`config.mk`:
```
export PLATFORM = sky130hd
export DESIGN_NAME = vga_sync_gen
export DESIGN_NICKNAME = d
export VERILOG_FILES = /design/src/rtl/vga_timing_pkg.sv /design/src/rtl/vga_sync_gen.sv
export SDC_FILE = /design/constraint.sdc
export NUM_CORES = 1
export LEC_CHECK = 0
export BUFFER_PORTS_ARGS = -buffer_cell sky130_fd_sc_hd__clkbuf_2
export CORE_MARGIN = 2
export CORE_UTILIZATION = 50
export DETAILED_ROUTE_END_ITERATION = 16
export GPL_TIMING_DRIVEN = 0
export PLACE_DENSITY = 0.85
export SETUP_SLACK_MARGIN = 0.2
export SLEW_MARGIN = 25
export SYNTH_ARGS = -nofsm -noshare
export SYNTH_HDL_FRONTEND = slang
export SYNTH_SLANG_ARGS = --single-unit
```
`constraint.sdc`:
```
create_clock -name clk -period 8.5 [get_ports clk]
set_clock_uncertainty 0.1 [all_clocks]
set_input_delay 0.85 -clock clk [delete_from_list [all_inputs] [get_ports clk]]
set_output_delay 0.85 -clock clk [all_outputs]
set_load 0.05 [all_outputs]
```
`src/rtl/vga_timing_pkg.sv`:
```
// Shared VGA timing definitions.
// Purpose: default 640x480@60 timing constants, derived line/frame totals and
//          sync window positions. The sync generator and the downstream
//          text/graphics generators use these for region checks.
// Ports:   none (package).
package vga_timing_pkg;

    localparam int H_DISP_DEF = 640;
    localparam int H_FP_DEF   = 16;
    localparam int H_SYNC_DEF = 96;
    localparam int H_BP_DEF   = 48;

    localparam int V_DISP_DEF = 480;
    localparam int V_FP_DEF   = 10;
    localparam int V_SYNC_DEF = 2;
    localparam int V_BP_DEF   = 33;

    localparam int H_TOT_DEF = H_DISP_DEF + H_FP_DEF + H_SYNC_DEF + H_BP_DEF;  // 800
    localparam int V_TOT_DEF = V_DISP_DEF + V_FP_DEF + V_SYNC_DEF + V_BP_DEF;  // 525

    // Inclusive sync windows (656..751 and 490..491 at the defaults).
    localparam int H_SYNC_START_DEF = H_DISP_DEF + H_FP_DEF;
    localparam int H_SYNC_END_DEF   = H_SYNC_START_DEF + H_SYNC_DEF - 1;
    localparam int V_SYNC_START_DEF = V_DISP_DEF + V_FP_DEF;
    localparam int V_SYNC_END_DEF   = V_SYNC_START_DEF + V_SYNC_DEF - 1;

    // Scan position as seen by downstream pixel generators.
    typedef struct packed {
        logic [9:0] x;
        logic [9:0] y;
    } pixel_pos_t;

    // Drive level of a sync line given whether it is in its active window.
    function automatic logic sync_level(input logic active, input logic pol);
        return active ? pol : ~pol;
    endfunction

endpackage

```
`src/rtl/vga_sync_gen.sv`:
```
// VGA timing generator.
// Purpose: divides clk down to a pixel-rate advance, runs the horizontal and
//          vertical scan counters and produces registered, mutually aligned
//          position, blanking and sync outputs.
// Ports:
//   clk      in   system clock
//   reset    in   synchronous active-high reset
//   hsync    out  horizontal sync (active level SYNC_POL)
//   vsync    out  vertical sync (active level SYNC_POL)
//   video_on out  current position lies in the visible area
//   p_tick   out  one-clk pulse: a new pixel position is valid this cycle
//   f_tick   out  one-clk pulse with p_tick when the position is (0,0)
//   pixel_x  out  horizontal count 0..H_TOT-1
//   pixel_y  out  vertical count 0..V_TOT-1
module vga_sync_gen
    import vga_timing_pkg::*;
#(
    parameter int DIV      = 4,
    parameter int H_DISP   = H_DISP_DEF,
    parameter int H_FP     = H_FP_DEF,
    parameter int H_SYNC   = H_SYNC_DEF,
    parameter int H_BP     = H_BP_DEF,
    parameter int V_DISP   = V_DISP_DEF,
    parameter int V_FP     = V_FP_DEF,
    parameter int V_SYNC   = V_SYNC_DEF,
    parameter int V_BP     = V_BP_DEF,
    parameter bit SYNC_POL = 1'b0
) (
    input  logic       clk,
    input  logic       reset,
    output logic       hsync,
    output logic       vsync,
    output logic       video_on,
    output logic       p_tick,
    output logic       f_tick,
    output logic [9:0] pixel_x,
    output logic [9:0] pixel_y
);

    localparam int H_TOT = H_DISP + H_FP + H_SYNC + H_BP;
    localparam int V_TOT = V_DISP + V_FP + V_SYNC + V_BP;
    localparam int DW    = (DIV > 1) ? $clog2(DIV) : 1;

    localparam logic [DW-1:0] DIV_LAST = DW'(DIV - 1);
    localparam logic [9:0]    H_LAST   = 10'(H_TOT - 1);
    localparam logic [9:0]    V_LAST   = 10'(V_TOT - 1);
    localparam logic [9:0]    H_VIS    = 10'(H_DISP);
    localparam logic [9:0]    V_VIS    = 10'(V_DISP);
    localparam logic [9:0]    HS_START = 10'(H_DISP + H_FP);
    localparam logic [9:0]    HS_END   = 10'(H_DISP + H_FP + H_SYNC - 1);
    localparam logic [9:0]    VS_START = 10'(V_DISP + V_FP);
    localparam logic [9:0]    VS_END   = 10'(V_DISP + V_FP + V_SYNC - 1);

    logic [DW-1:0] div_cnt_reg, div_cnt_next;
    pixel_pos_t    pos_reg, pos_next;
    logic          adv;

    logic video_on_reg, video_on_next;
    logic hsync_reg, hsync_next;
    logic vsync_reg, vsync_next;
    logic p_tick_reg;
    logic f_tick_reg, f_tick_next;

    // Divider and scan counters. With DIV=1 div_cnt is stuck at 0, so adv
    // is high every clk.
    always_comb begin
        adv          = (div_cnt_reg == DIV_LAST);
        div_cnt_next = adv ? '0 : div_cnt_reg + 1'b1;
        pos_next     = pos_reg;
        if (adv) begin
            if (pos_reg.x == H_LAST) begin
                pos_next.x = '0;
                pos_next.y = (pos_reg.y == V_LAST) ? '0 : pos_reg.y + 10'd1;
            end else begin
                pos_next.x = pos_reg.x + 10'd1;
            end
        end
    end

    // Decode from the next-state position so the registered decode lines up
    // with the registered counters in the same cycle.
    always_comb begin
        video_on_next = (pos_next.x < H_VIS) && (pos_next.y < V_VIS);
        hsync_next    = sync_level((pos_next.x >= HS_START) && (pos_next.x <= HS_END),
                                   SYNC_POL);
        vsync_next    = sync_level((pos_next.y >= VS_START) && (pos_next.y <= VS_END),
                                   SYNC_POL);
        f_tick_next   = adv && (pos_next.x == '0) && (pos_next.y == '0);
    end

    always_ff @(posedge clk) begin
        if (reset) begin
            div_cnt_reg  <= '0;
            pos_reg      <= '0;
            p_tick_reg   <= 1'b0;
            f_tick_reg   <= 1'b0;
            video_on_reg <= 1'b1;
            hsync_reg    <= ~SYNC_POL;
            vsync_reg    <= ~SYNC_POL;
        end else begin
            div_cnt_reg  <= div_cnt_next;
            pos_reg      <= pos_next;
            p_tick_reg   <= adv;
            f_tick_reg   <= f_tick_next;
            video_on_reg <= video_on_next;
            hsync_reg    <= hsync_next;
            vsync_reg    <= vsync_next;
        end
    end

    assign pixel_x  = pos_reg.x;
    assign pixel_y  = pos_reg.y;
    assign p_tick   = p_tick_reg;
    assign f_tick   = f_tick_reg;
    assign video_on = video_on_reg;
    assign hsync    = hsync_reg;
    assign vsync    = vsync_reg;

endmodule

```
### Word-level counts from Yosys, hierarchy flattened

Cells that the tools add are included.

| operators by class | value |
|---|---|
| $add $sub $neg | 3 |
| magnitude comparators | 6 |
| equal/unequal tests | 3 |
| mux-type cells | 6 |
| reduce and logical (&&, ||, !) cells | 8 |

Operators by type and width:

| operator | count |
|---|---|
| $mux W10 | 3 |
| $add A10 B1 Y10 const B | 2 |
| $eq A10 B10 Y1 const B | 2 |
| $logic_not A10 Y1 | 2 |
| $mux W20 | 1 |
| $ge A10 B10 Y1 const B | 1 |
| $ge A10 B9 Y1 const B | 1 |
| $le A10 B10 Y1 const B | 1 |
| $le A10 B9 Y1 const B | 1 |
| $lt A10 B10 Y1 const B | 1 |
| $lt A10 B9 Y1 const B | 1 |
| $logic_and A1 B1 Y1 | 5 |
| $add A2 B1 Y2 const B | 1 |
| $eq A2 B2 Y1 const B | 1 |
| $mux W1 | 2 |
| $reduce_or A2 Y1 | 1 |

| word-level totals | value |
|---|---|
| bits in registers | 27 |
| input bits | 2 |
| output and inout bits | 25 |
| word-level logic and storage cells | 34 |

### Logic depth before layout (Yosys ltp)

| depth | value |
|---|---|
| word-level depth | 7 |
| depth in mapped cells | 9 |
| mapped depth without buffers | 8 |

### Least setup slack after synthesis

OpenSTA, ideal clock, no wires.

| path | value |
|---|---|
| path type | flip-flop to flip-flop |
| start | register pos_reg, in the netlist pixel_x[0] |
| end | register vsync_reg (netlist: vsync) |
| library setup time | 0.134 ns |
| data arrival time | 2.877 ns |
| data required time | 8.266 ns |
| path slack | 5.389 ns |
| cell stages (with the launch flop) | 9 |
| path buffers | 1 |
| clock period less this slack | 3.111 ns |
| path through | dfxtp_1 > ha_1 > nand4b_1 > or4_1 > buf_2 > or3_1 > a21oi_1 > nand4bb_1 > or4b_1 |

| between the ends | value |
|---|---|
| longest elaborated chain between the ends | 6 |
| elaborated cells between the ends (all ways) | 7 |
| those cells by class | order compare (2); eq/ne (1); mux (3); reduce/logical (1) |

Ends and longest elaborated chain:

| item | RTL line | text |
|---|---|---|
| start: declaration | vga_sync_gen.sv:55 | `pixel_pos_t pos_reg, pos_next;` |
| start signal: assignment | vga_sync_gen.sv:102 | `pos_reg <= pos_next;` |
| $eq A10 B10 Y1 * | vga_sync_gen.sv:71 | `if (pos_reg.x == H_LAST) begin` |
| $mux W10 * | vga_sync_gen.sv:71 |  |
| $mux W20 * | vga_sync_gen.sv:70 | `if (adv) begin` |
| $ge A10 B9 Y1 or $le A10 B9 Y1 (tied branches) | vga_sync_gen.sv:86 | `vsync_next = sync_level((pos_next.y >= VS_START) && (pos_next.y <= VS_END),` |
| $logic_and A1 B1 Y1 * | vga_sync_gen.sv:86 |  |
| $mux W1 * | vga_timing_pkg.sv:35 | `return active ? pol : ~pol;` |
| end signal: assignment | vga_sync_gen.sv:99 | `vsync_reg <= ~SYNC_POL;` |
| end signal: assignment | vga_sync_gen.sv:107 | `vsync_reg <= vsync_next;` |
| end: declaration | vga_sync_gen.sv:60 | `logic vsync_reg, vsync_next;` |

Every way passes the cells marked *; elsewhere a longest branch is shown, timed or not.
A chain may end at the register's enable or synchronous reset.

### Worst setup path in the final report

Same ends and word-level chain as after synthesis.

==> metrics.md <==
| Metric | Value |
|---|---|
| GRT Overall Usage | `0.2175` |
| WP data arrival | `around 3200 ps` |
| First-pass GRT wire length | `5713 um` |
| Gr ovfl total | `0` |
| Slew Viols, Final | `0` |
| Asr flop ratio synth | `0` |
| Register area | `540.5 um2` |
| GPL Wtd Cong | `0.8395` |
| Drt via density | `5.942` |
| Pin count of the biggest net entering global routing | `15` |
| Count leader, synth | `dfxtp_1` |
| ANT nets after route | `0` |
| Hold buffers post-CTS | `0` |
| Multi-input logic area | `873.3 um2` |
| WHS Endpoint | `div_cnt_reg[0]$_SDFF_PP0_` |
| CP Buf/Inv Count | `0` |
| Starting density of the core | `0.5335` |
| Leakage | `0.6349 nW` |
| CP max stage delay | `around 540 ps` |
| Worst r2r dst | `vsync$_SDFF_PP1_` |
| Tightest Hold Check Type | `flop to flop` |
| Max Clock Freq | `324.1 MHz` |
| Max-Cap Viols | `0` |
| R2R Setup Slk | `5410 ps` |
| Unique masters post-synth | `45` |
| Root Buffer | `clkbuf_4` |
| # Post-CTS Setup Buffers | `0` |
| Ranking of synthesized cells by area | `dfxtp_1, xnor2_1, nor2_1, xor2_1, ha_1` |
| Nature of the critical path endpoint | `flop` |
| Fin nets | `218` |
| Yosys top cell by area | `dfxtp_1` |
| DRC viols | `0` |
| Hold_ws | `336.8 ps` |
| Filler cell count in the final layout | `261` |
| Gate Count Post-Synth | `181` |
| CP startpoint kind | `flop` |
| Chip height | `58.48 um` |
| CTS Buf Count | `3` |
| CP max stage cell | `or4_1` |
| Total power | `0.2071 mW` |
| #FFs+latches synth | `27` |
| Worst Hold Path Cells | `1` |
| Rel. slew slack | `0.6211` |
| Fraction of the cycle the final worst path needs | `0.3630` |
| Final setup viols | `0` |
| Register-to-Register Path Depth | `7` |
| FP Rows | `19` |
| Most used cell, CP | `or4_1` |
| Die area | `0.003419 mm2` |
| DR pass1 iterations | `4` |
| Mean Syn Cell Area | `8.198 um2` |
| Initial DRC count | `49` |
| Sequential share of the synthesized area | `0.3642` |
| # IOs | `27` |
| Max VDD drop | `around 0.00012 V` |
| CP Max Fanout | `8` |
| Reg clk slew, reported paths | `150 ps` |
| CTS tree | `yes` |
| Top FF cell, synth | `dfxtp_1` |
| Mapped Nets | `between 150 and 200` |
| Critical path, cell by cell | `ha_1 > nand4b_1 > or4_1 > or4_1 > a21oi_2 > nand4bb_1 > or4b_1` |
| Final min period | `3085 ps` |
| Vias | `about 1400` |
| Slew @ Worst Pin | `568.3 ps` |
| Synth top area share | `0.3642` |
| Initial antenna violation count | `0` |
| Ant. Diodes | `0` |
| Die Wd | `58.48 um` |
| Layout cell share with drive strength beyond 1 | `0.1659` |
| Core Box Area | `0.002781 mm2` |
| Worst Setup SP | `pixel_x[0]$_SDFF_PP0_` |
| DRT Wirelength | `~3400 um` |
| Resize count post-CTS | `0` |
| Worst-skew pair later-pin latency | `340 ps` |
| Ys Warns | `0` |
| Crit path required time | `8630 ps` |
| Power Dens Cells | `123.3 mW/mm2` |
| Vias in the first global route | `1269` |
| HPWL Detailed | `about 2500 um` |
| Status | `completed` |
| Detailed-route wire length per cell | `14.12 um` |
| Post-synth top cells | `dfxtp_1, nor2_1, nand2_1, nor3_1, a21oi_1` |
| Area delta synth->final | `13.15%` |
| CP delay by family, top | `simple AND/OR/NAND/NOR gates` |
| EDFF count, synth | `0` |
| Setup TNS | `0 ps` |
| Mapped Area | `~0.0015 mm2` |
| PortBufs | `26` |
| Final hold viol count | `0` |
| CTS Buffer Depth | `2` |
| RSZ-0062 raised after global routing | `false` |
| Min-Delay Startpoint | `div_cnt_reg[0]$_SDFF_PP0_` |
| Sink Count | `27` |
| Crit path kind | `flop to flop` |
| R2r startpoint | `pixel_x[0]$_SDFF_PP0_` |
| H-tree depth | `1` |
[final cells by class]
type,count,share of cell area
buffer,12,0.03055
clock buffer,4,0.01565
inverter,5,0.01118
multi-input combinational,137,0.5201
sequential,27,0.3219
tap,31,0.02310
timing repair buffer,26,0.07750
[logic make-up after synthesis]
logic type,after synthesis,share of synthesized area
flip-flops,27,0.3643
XOR/XNOR,14,0.08263
adder cells (fa/ha/maj),4,0.03373
AO/OA/AOI/OAI,31,0.1315
AND/OR/NAND/NOR,88,0.3406
buffers and inverters,17,0.04722
[through the flow]
stage / utilization / cells / setup slack (ps) / area, um2
2_1_floorplan: - / 181 / 5389 / 1484
3_3_place_gp: 0.5942 / 238 / 5449 / 1653
3_5_place_dp: 0.5942 / 238 / 5451 / 1653
4_1_cts: 0.6037 / 242 / 5416 / 1679
5_1_grt: 0.6037 / 242 / 5215 / 1679
6_report: 0.6037 / 242 / 5415 / 1679
[power by group]
part           internal, mW  total, mW  leakage (nW)  switching, mW
Combinational       0.00557     0.0175         0.401         0.0120
Sequential            0.129      0.132         0.218        0.00239
Clock                0.0185     0.0579        0.0150         0.0394
[worst max path at each step]
stage                            end  cells past startpoint  slack [ps]
global route        vsync$_SDFF_PP1_                      8        5220
floorplan           vsync$_SDFF_PP1_                      8        5390
CTS                 vsync$_SDFF_PP1_                      8        5420
detailed placement  vsync$_SDFF_PP1_                      8        5450
global placement    vsync$_SDFF_PP1_                      8        5450
finish              vsync$_SDFF_PP1_                      7        5410
[layout by cell type, fill, tap and decap left out, drive strengths merged, types with 2 or more instances in the layout]
| master | instances |
|---|---|
| nand3 | 6 |
| a21oi | 10 |
| nand2b | 3 |
| xnor2 | 8 |
| nor2b | 4 |
| nor3 | 11 |
| nand4 | 8 |
| a31oi | 3 |
| nor3b | 3 |
| clkbuf | 38 |
| or4 | 3 |
| ha | 4 |
| buf | 4 |
| inv | 5 |
| nand2 | 11 |
| nor4 | 7 |
| xor2 | 6 |
| nor2 | 18 |
| or3 | 5 |
| nand3b | 2 |
| dfxtp | 27 |
| o21ai | 8 |
[layer usage]
metal | global-route usage | vias to the layer above | part of all wire
met4 | 0.09967 | 0 | 0.018
li1 | - | 724 | -
met2 | 0.3387 | 36 | 0.46
met3 | 0.03297 | 5 | 0.043
met5 | 0 | - | 0
met1 | 0.2967 | 673 | 0.48
[worst reg2reg max path: cells and delay by family, from the launching register on]
family / cells / cell delay (ps)
compound gates: 1 / 190
fa+ha+maj: 1 / 310
flops: 1 / 480
simple gates: 5 / 1890
(Power assumes the default switching activity.)
